[src/rtl/ram_arb_pkg.sv]
// ram_arb_pkg: shared types and defaults for the data-RAM port arbiter.
package ram_arb_pkg;
  localparam int ADDR_W_DEF   = 32;
  localparam int DATA_W_DEF   = 32;
  localparam int LOCK_MAX_DEF = 16;
  typedef enum logic {M0 = 1'b0, M1 = 1'b1} master_e;
  typedef enum logic [1:0] {ARB, LOCKED, COOL} arb_state_e;
  function automatic logic [1:0] onehot(master_e id);
    return (id == M1) ? 2'b10 : 2'b01;
  endfunction
endpackage

[src/rtl/ram_port_arbiter_rr_arb2.sv]
// rr_arb2: 2-way round-robin picker; force_en gives force_id priority when both request.
module rr_arb2
  import ram_arb_pkg::*;
(
  input  logic       clk,
  input  logic       rst_n,
  input  logic [1:0] req,
  input  logic       accept,
  input  master_e    force_id,
  input  logic       force_en,
  output logic [1:0] gnt
);
  master_e last, pick;
  always_comb begin
    pick = (req == 2'b11) ? (force_en ? force_id : ((last == M0) ? M1 : M0))
                          : (req[1] ? M1 : M0);
    gnt  = (req != 2'b00) ? onehot(pick) : 2'b00;
  end
  always_ff @(posedge clk)
    if (!rst_n) last <= M1;
    else if (accept) last <= pick;
endmodule

[src/rtl/ram_port_arbiter.sv]
// ram_port_arbiter: shares one data RAM port between two masters with a bounded master-1 lock.
// Optional saturating performance counters when RAM_ARB_PERF_EN is defined.
module ram_port_arbiter
  import ram_arb_pkg::*;
#(
  parameter int ADDR_W   = ADDR_W_DEF,
  parameter int DATA_W   = DATA_W_DEF,
  parameter int LOCK_MAX = LOCK_MAX_DEF
) (
  input  logic              clk,
  input  logic              rst_n,
  input  logic              m0_req,
  input  logic              m0_we,
  input  logic [ADDR_W-1:0] m0_addr,
  input  logic [DATA_W-1:0] m0_wdata,
  output logic              m0_gnt,
  output logic              m0_rvalid,
  output logic [DATA_W-1:0] m0_rdata,
  input  logic              m1_req,
  input  logic              m1_we,
  input  logic [ADDR_W-1:0] m1_addr,
  input  logic [DATA_W-1:0] m1_wdata,
  output logic              m1_gnt,
  output logic              m1_rvalid,
  output logic [DATA_W-1:0] m1_rdata,
  input  logic              m1_lock,
  output logic [ADDR_W-1:0] ram_raddr,
  output logic [ADDR_W-1:0] ram_waddr,
  output logic [DATA_W-1:0] ram_wdata,
  output logic              ram_we,
  input  logic [DATA_W-1:0] ram_rdata,
  output logic              lock_abort
`ifdef RAM_ARB_PERF_EN
  ,
  output logic [31:0]       perf_m0_stall,
  output logic [31:0]       perf_m1_stall,
  output logic [15:0]       perf_abort
`endif
);
  localparam int CW = (LOCK_MAX > 2) ? $clog2(LOCK_MAX) : 1;
  arb_state_e        state;
  logic [CW-1:0]     cnt;
  logic [1:0]        req, gnt;
  logic              any, sel, rv0, rv1;
  logic [ADDR_W-1:0] addr_q, sel_addr;
  // m0 is masked out while master 1 owns the lock; nothing is granted in reset
  assign req = {m1_req & rst_n, m0_req & rst_n & (state != LOCKED)};
  rr_arb2 u_rr (
    .clk      (clk),
    .rst_n    (rst_n),
    .req      (req),
    .accept   (any),
    .force_id (M0),
    .force_en (state == COOL),
    .gnt      (gnt)
  );
  always_comb begin
    any       = |gnt;
    sel       = gnt[1];
    m0_gnt    = gnt[0];
    m1_gnt    = gnt[1];
    sel_addr  = sel ? m1_addr : m0_addr;
    ram_raddr = any ? sel_addr : addr_q;
    ram_waddr = ram_raddr;
    ram_wdata = sel ? m1_wdata : m0_wdata;
    ram_we    = any & (sel ? m1_we : m0_we);
    m0_rvalid = rv0 & rst_n;
    m1_rvalid = rv1 & rst_n;
    m0_rdata  = m0_rvalid ? ram_rdata : '0;
    m1_rdata  = m1_rvalid ? ram_rdata : '0;
  end
  always_ff @(posedge clk)
    if (!rst_n) begin
      state      <= ARB;
      cnt        <= '0;
      lock_abort <= 1'b0;
      rv0        <= 1'b0;
      rv1        <= 1'b0;
      addr_q     <= '0;
    end else begin
      rv0        <= gnt[0] & ~m0_we;
      rv1        <= gnt[1] & ~m1_we;
      lock_abort <= 1'b0;
      cnt        <= '0;
      if (any) addr_q <= sel_addr;
      if (state == ARB && gnt[1] && m1_lock) state <= LOCKED;
      else if (state == LOCKED) begin
        if (!m1_lock) state <= ARB;
        else if (cnt == CW'(LOCK_MAX - 1)) begin
          state      <= COOL;
          lock_abort <= 1'b1;
        end else cnt <= cnt + 1'b1;
      end else if (state == COOL) state <= ARB;
    end
`ifdef RAM_ARB_PERF_EN
  always_ff @(posedge clk)
    if (!rst_n) begin
      perf_m0_stall <= '0;
      perf_m1_stall <= '0;
      perf_abort    <= '0;
    end else begin
      if (m0_req && !m0_gnt && perf_m0_stall != '1) perf_m0_stall <= perf_m0_stall + 32'd1;
      if (m1_req && !m1_gnt && perf_m1_stall != '1) perf_m1_stall <= perf_m1_stall + 32'd1;
      if (lock_abort && perf_abort != '1) perf_abort <= perf_abort + 16'd1;
    end
`endif
endmodule
[config.mk]
export PLATFORM = sky130hd
export DESIGN_NAME = ram_port_arbiter
export DESIGN_NICKNAME = d
export VERILOG_FILES = /design/src/rtl/ram_arb_pkg.sv /design/src/rtl/ram_port_arbiter_rr_arb2.sv /design/src/rtl/ram_port_arbiter.sv
export SDC_FILE = /design/constraint.sdc
export NUM_CORES = 1
export LEC_CHECK = 0
export BUFFER_PORTS_ARGS = -buffer_cell sky130_fd_sc_hd__buf_2
export CAP_MARGIN = 10
export CORE_AREA = 2 2 129 131
export CTS_BUF_LIST = sky130_fd_sc_hd__clkbuf_8 sky130_fd_sc_hd__clkbuf_16
export CTS_CLUSTER_DIAMETER = 200
export DETAILED_ROUTE_END_ITERATION = 8
export DIE_AREA = 0 0 131 133
export GPL_TIMING_DRIVEN = 0
export PLACE_DENSITY = 0.5
export SLEW_MARGIN = 20
export SYNTH_ARGS = -nofsm -noshare
export SYNTH_HDL_FRONTEND = slang
export SYNTH_HIERARCHICAL = 1
export SYNTH_SLANG_ARGS = --single-unit
[constraint.sdc]
create_clock -name clk -period 2.3 [get_ports clk]
set_clock_uncertainty 0.15 [all_clocks]
set_input_delay 0.345 -clock clk [delete_from_list [all_inputs] [get_ports clk]]
set_output_delay 0.345 -clock clk [all_outputs]
set_load 0.02 [all_outputs]
* After elaboration in Yosys (flattened, before gate mapping)
Index checks and enable logic that the tools add are counted.
** Word-level totals
- Flip-flop bits (word level) :: 42
- Latch bits :: 0
- RAM bits :: 0
- Memory bits (read-only) :: 0
- Input port bits :: 167
- Output and inout bits :: 166
- Memories :: 0
** Cells by class
- Add/subtract/negate cells :: 1
- Multipliers :: 0
- Div/mod/pow operators :: 0
- Order comparisons :: 0
- Equal/unequal tests :: 7
- Shift-type cells :: 0
- Muxes and demuxes :: 18
- Bitwise gates (word level) :: 13
- Reduce and logical (&&, ||, !) cells :: 12
** Operator list (count)
- 32-bit 2-to-1 mux :: 5
- 2-bit 2-to-1 mux :: 6
- 1-bit bitwise AND :: 8
- 1-bit 2-to-1 mux :: 7
- 1-bit NOT :: 5
- 5-bit OR reduction :: 1
- 4-bit by 1-bit adder with 4-bit output (second input constant) :: 1
- 2-bit == test (second input constant) :: 2
- 4-bit == test (second input constant) :: 1
- 4-bit by 3-bit inequality test with 1-bit output (second input constant) :: 1
- 2-bit AND reduction :: 2
- 2-bit nonzero test :: 2
- 2-bit OR reduction :: 2
- 4-bit OR reduction :: 1
- 3-bit by 2-bit inequality test with 1-bit output (second input constant) :: 1
- 3-bit nonzero test :: 1
- 2-bit by 1-bit == test with 1-bit output (second input constant) :: 1
- 1-bit logical AND :: 2
- 2-bit zero test :: 1
- 2-bit by 1-bit inequality test with 1-bit output (second input constant) :: 1

* Longest topological paths before layout
- Depth in word-level cells :: 10
- Gate-level depth with buffers :: 10

* Hierarchy
Netlist, hierarchy kept.
** Modules (own cells, without submodules)
- ram_port_arbiter :: times used 1, cells an instance 371, area an instance 3181.8 um^2
- rr_arb2 :: times used 1, cells an instance 9, area an instance 68.8 um^2

* Worst setup path after synthesis
No wires, ideal clock.
- Path type :: register to output
- Start :: register state[1]
- End :: output port ram_waddr[14]
- Arrival :: 2409 ps
- Data required time :: 1805 ps
- Setup slack :: -604 ps
- Stages on the path, launching flop included :: 9
- Buffers on the path :: 2
- Path through :: dfxtp_1 inv_1 ha_1 nor3b_1 a21boi_0 buf_6 mux2i_1 o21ai_1 buf_4
** On the way
- Longest elaborated chain between the ends :: 8
- Elaborated cells between the ends (all ways) :: 12
** RTL lines
- start: declaration :: line ram_port_arbiter.sv:41 : arb_state_e state;
- start signal: assignment :: line ram_port_arbiter.sv:74 : state <= ARB;
- start signal: assignment :: line ram_port_arbiter.sv:86 : if (state == ARB && gnt[1] && m1_lock) state <= LOCKED;
- start signal: assignment :: line ram_port_arbiter.sv:88 : if (!m1_lock) state <= ARB;
- 2-bit by 1-bit inequality test with 1-bit output (*) :: line ram_port_arbiter.sv:47 : assign req = {m1_req & rst_n, m0_req & rst_n & (state != LOCKED)};
- 1-bit bitwise AND (*) :: line ram_port_arbiter.sv:47
- named net req[0] :: line ram_port_arbiter.sv:43 : logic [1:0] req, gnt;
- 2-bit == test :: line ram_port_arbiter_rr_arb2.sv:15 : pick = (req == 2'b11) ? (force_en ? force_id : ((last == M0) ? M1 : M0))
- 1-bit 2-to-1 mux :: line ram_port_arbiter_rr_arb2.sv:15
- 2-bit 2-to-1 mux :: line ram_arb_pkg.sv:9 : return (id == M1) ? 2'b10 : 2'b01;
- 2-bit 2-to-1 mux (*) :: line ram_port_arbiter_rr_arb2.sv:17 : gnt = (req != 2'b00) ? onehot(pick) : 2'b00;
- named net m0_gnt :: line ram_port_arbiter.sv:16 : output logic m0_gnt,
- 2-bit OR reduction (*) :: line ram_port_arbiter.sv:58 : any = |gnt;
- 32-bit 2-to-1 mux (*)
- end: declaration :: line ram_port_arbiter.sv:28 : output logic [ADDR_W-1:0] ram_waddr,
Mark *: on every way through the listed nets, which the timed path passes. The rest lies on a longest branch.

* Final worst setup path
- Start :: register state[1]
- End :: output port ram_waddr[7]
** On the way
- Longest elaborated chain between the ends :: 8
- Elaborated cells between the ends (all ways) :: 12
** RTL lines (line)
- 2-bit by 1-bit inequality test with 1-bit output (*) :: ram_port_arbiter.sv:47
- 1-bit bitwise AND (*) :: ram_port_arbiter.sv:47
- named net req[0] :: ram_port_arbiter.sv:43
- 2-bit == test :: ram_port_arbiter_rr_arb2.sv:15
- 1-bit 2-to-1 mux :: ram_port_arbiter_rr_arb2.sv:15
- 2-bit 2-to-1 mux :: ram_arb_pkg.sv:9
- 2-bit 2-to-1 mux (*) :: ram_port_arbiter_rr_arb2.sv:17
- 32-bit 2-to-1 mux / 2-bit OR reduction (equally long branches) :: ram_port_arbiter.sv:62, ram_port_arbiter.sv:58
- 32-bit 2-to-1 mux (*)
Marks and branches as above.

==> results.toml <==
[synth]
ys.flop_type = "dfxtp_1"
syn_area_sq_um = 3250
synth_nets = 551
synth_common_cells = "65 x and3_1, 42 x dfxtp_1, 41 x nand2_1"
synth_seq_cells = 42
synth_cells = 380
synthDistinctLibCells = 32
yosys.cell_count.top_type = "and3_1"
synth-edff-count = 0
ys_warn_count = 6
avgSynthCellArea_sq_um = 8.55
synth.area.top_cells = "dfxtp_1 26%, and3_1 13%, mux2_1 11%"
synthArstFlopShare = 0
netlist.area_leader.share = 0.259
ys_seq_area_frac = 0.259
yosysTopAreaCell = "dfxtp_1"

[critical_path]
cp_data_required_time_ns = 1.80
r2r_slack_ns = 0.04
path_class = "reg -> out"
critPathLaunchType = "flip-flop"
arrival_ns = 2.25
worst-path-max-fanout = 8
endpoint_kind = "primary output"

[place]
dpl_cell_area_sq_um = 5520
place_ws_ns = -0.518
gp_congestion = 0.760
portBuffers = 332
dp_hpwl_mm = 11.4

[cells_and_area]
drive_gt1_frac = 0.727
final_util = 0.445
nets = 925
area_growth_pct = 121
final_area_sq_um = 7190

[routing]
remaining_drc_errors = 0
ant_nets = 0
vias = 4136
viasPerCell = 4.24
wl_met1_mm = 6.00
drtIter0Drc = 94
met3_length_um = 985
wirelength_mm = 15.3
wl_met2_mm = 8.05
top_layer = "met4"
wl_per_cell_um = 15.7
firstDrtPassIters = 4

[run_status]
violations = "negative setup slack"
status = "finished with violations"

[floorplan]
fp.dieH_um = 133
die_w_um = 131
core_sq_um = 16200
io_pins = 333
die_area_sq_um = 17400
start_util = 0.201
num_rows = 47

[global_routing]
grt_max_degree = 15
grt_pass1_vias = 4128
antenna_found_initial = 1
grt_overflow = 0
grt_pass1_wl_mm = 21.8
grtUsageTotal = 0.163

[clock_tree]
cts.clk_slew.worst_paths_ns = 0.07
worst_skew_pair.late_latency_ns = 0.29
clock_path_buffers = 2
cts-root-buf = "clkbuf_16"
numCtsBuffers = 5
postCtsHoldBufs = 0
cts_tree = "yes"
htreeDepth = 2
cts_num_sinks = 42

[worst_hold_path]
hp-class = "in -> reg"

[sta]
layout_setup_ws_ns = -0.449
setup_viol = 97
finalHoldViolCount = 0
worstMarginPinSlew_ns = 0.537
final_max_slew_viol_count = 0
min_period_over_period = 1.20
relSlewSlack = 0.642
max_freq_ghz = 0.364
setup_tns_ns = -36.13
rsz0062_at_grt = "yes"
period_needed_ns = 2.75

[pwr]
p_leak_nw = 3.74
p_per_area_nw_per_um2 = 447
peakVddDrop_mv = 0.250

[job]
maxCapViolCount = 0
[metrics by stage]
step | cells | total power, W | hold slack, ns
finish | 976 | 0.00321 | 0.0627
global route | 975 | 0.00338 | 0.0571
CTS | 970 | 0.00311 | 0.0509
detailed placement | 932 | 0.00200 | 0.297
global placement | 932 | 0.00200 | 0.283
floorplan | 380 | 0.00159 | 0.267
[placed cells by master (no fill, tap or decap), types with 2 or more instances in the layout]
master	netlist	layout
dfxtp_2	0	2
ha_4	0	2
buf_16	0	7
mux2i_1	32	8
clkbuf_16	0	7
inv_1	4	2
mux2i_4	0	21
nand4_1	2	2
and2_1	35	33
inv_2	1	2
ha_1	4	2
clkinv_2	0	2
and3_1	65	65
buf_6	1	109
buf_4	37	39
nand2_2	0	12
and2_4	0	3
clkbuf_1	10	10
dfxtp_1	42	40
nand2_1	41	27
mux2i_2	0	3
mux2_2	0	8
o21ai_2	27	14
buf_8	0	2
buf_12	3	11
buf_2	13	251
nand2_4	0	2
o21ai_4	0	21
mux2_4	0	24
nor2_1	7	7
nand3_1	4	3
[report_power, final]
part / switching [W] / total (W) / leakage [nW] / internal [W]
logic: 0.000764 / 0.00168 / 3.32 / 0.000920
clock network: 0.000324 / 0.000727 / 0.0740 / 0.000403
registers: 0.0000274 / 0.000801 / 0.345 / 0.000773
total: 0.00112 / 0.00321 / 3.74 / 0.00210
[sequential cells by signal, summed over array words and instances (netlist names)]
signal	cells
rv1	1
addr_q	32
rv0	1
u_rr/last	1
cnt	4
lock_abort	1
state	2
[routing by layer]
layer,vias up,global-route usage
met4,0,0.0455
met1,1901,0.184
li1,2032,-
met5,-,0
met2,188,0.307
met3,15,0.0279
[final cells by class]
type	instances	area [sq um]
Buffer	64	682
Clock buffer	5	125
Sequential cell	42	843
Tap cell	220	275
Clock inverter	3	18.8
Inverter	5	21.3
Antenna cell	1	2.50
Fill cell	1583	8980
Multi-Input combinational cell	269	2600
Timing Repair Buffer	367	2630
[logic make-up after synthesis]
family,Yosys count,share of synthesized area
multiplexers,64,0.209
other,1,0.00115
flip-flops,42,0.259
XOR/XNOR,2,0.00539
AND/OR/NAND/NOR,158,0.266
AO/OA/AOI/OAI,40,0.0989
buffers and inverters,69,0.145
adder cells (fa/ha/maj),4,0.0154
[timing repair]
action	4_1_cts	5_1_grt
buffers inserted	24	3
gates cloned	6	2
resized for setup	200	99
pin swaps	22	9
setup endpoints to repair	98	109
[worst paths after layout]
check                              start            to  depth (start not counted)
worst max register to register  state[1]     addr_q[7]                         10
worst max-delay path            state[1]  ram_waddr[7]                         10
worst min register to register    cnt[0]        cnt[0]                          1
worst min-delay path               m0_we           rv0                          2
[critical path: stages, from the launching register on]
cell      delay, ns
dfxtp_2        0.35
inv_4          0.04
ha_4           0.16
nor3b_4        0.23
a21boi_4       0.24
buf_12         0.17
buf_12         0.17
mux2i_4        0.27
o21ai_4        0.08
buf_6          0.12
buf_6          0.12
Power figures use the tool's default switching activity.
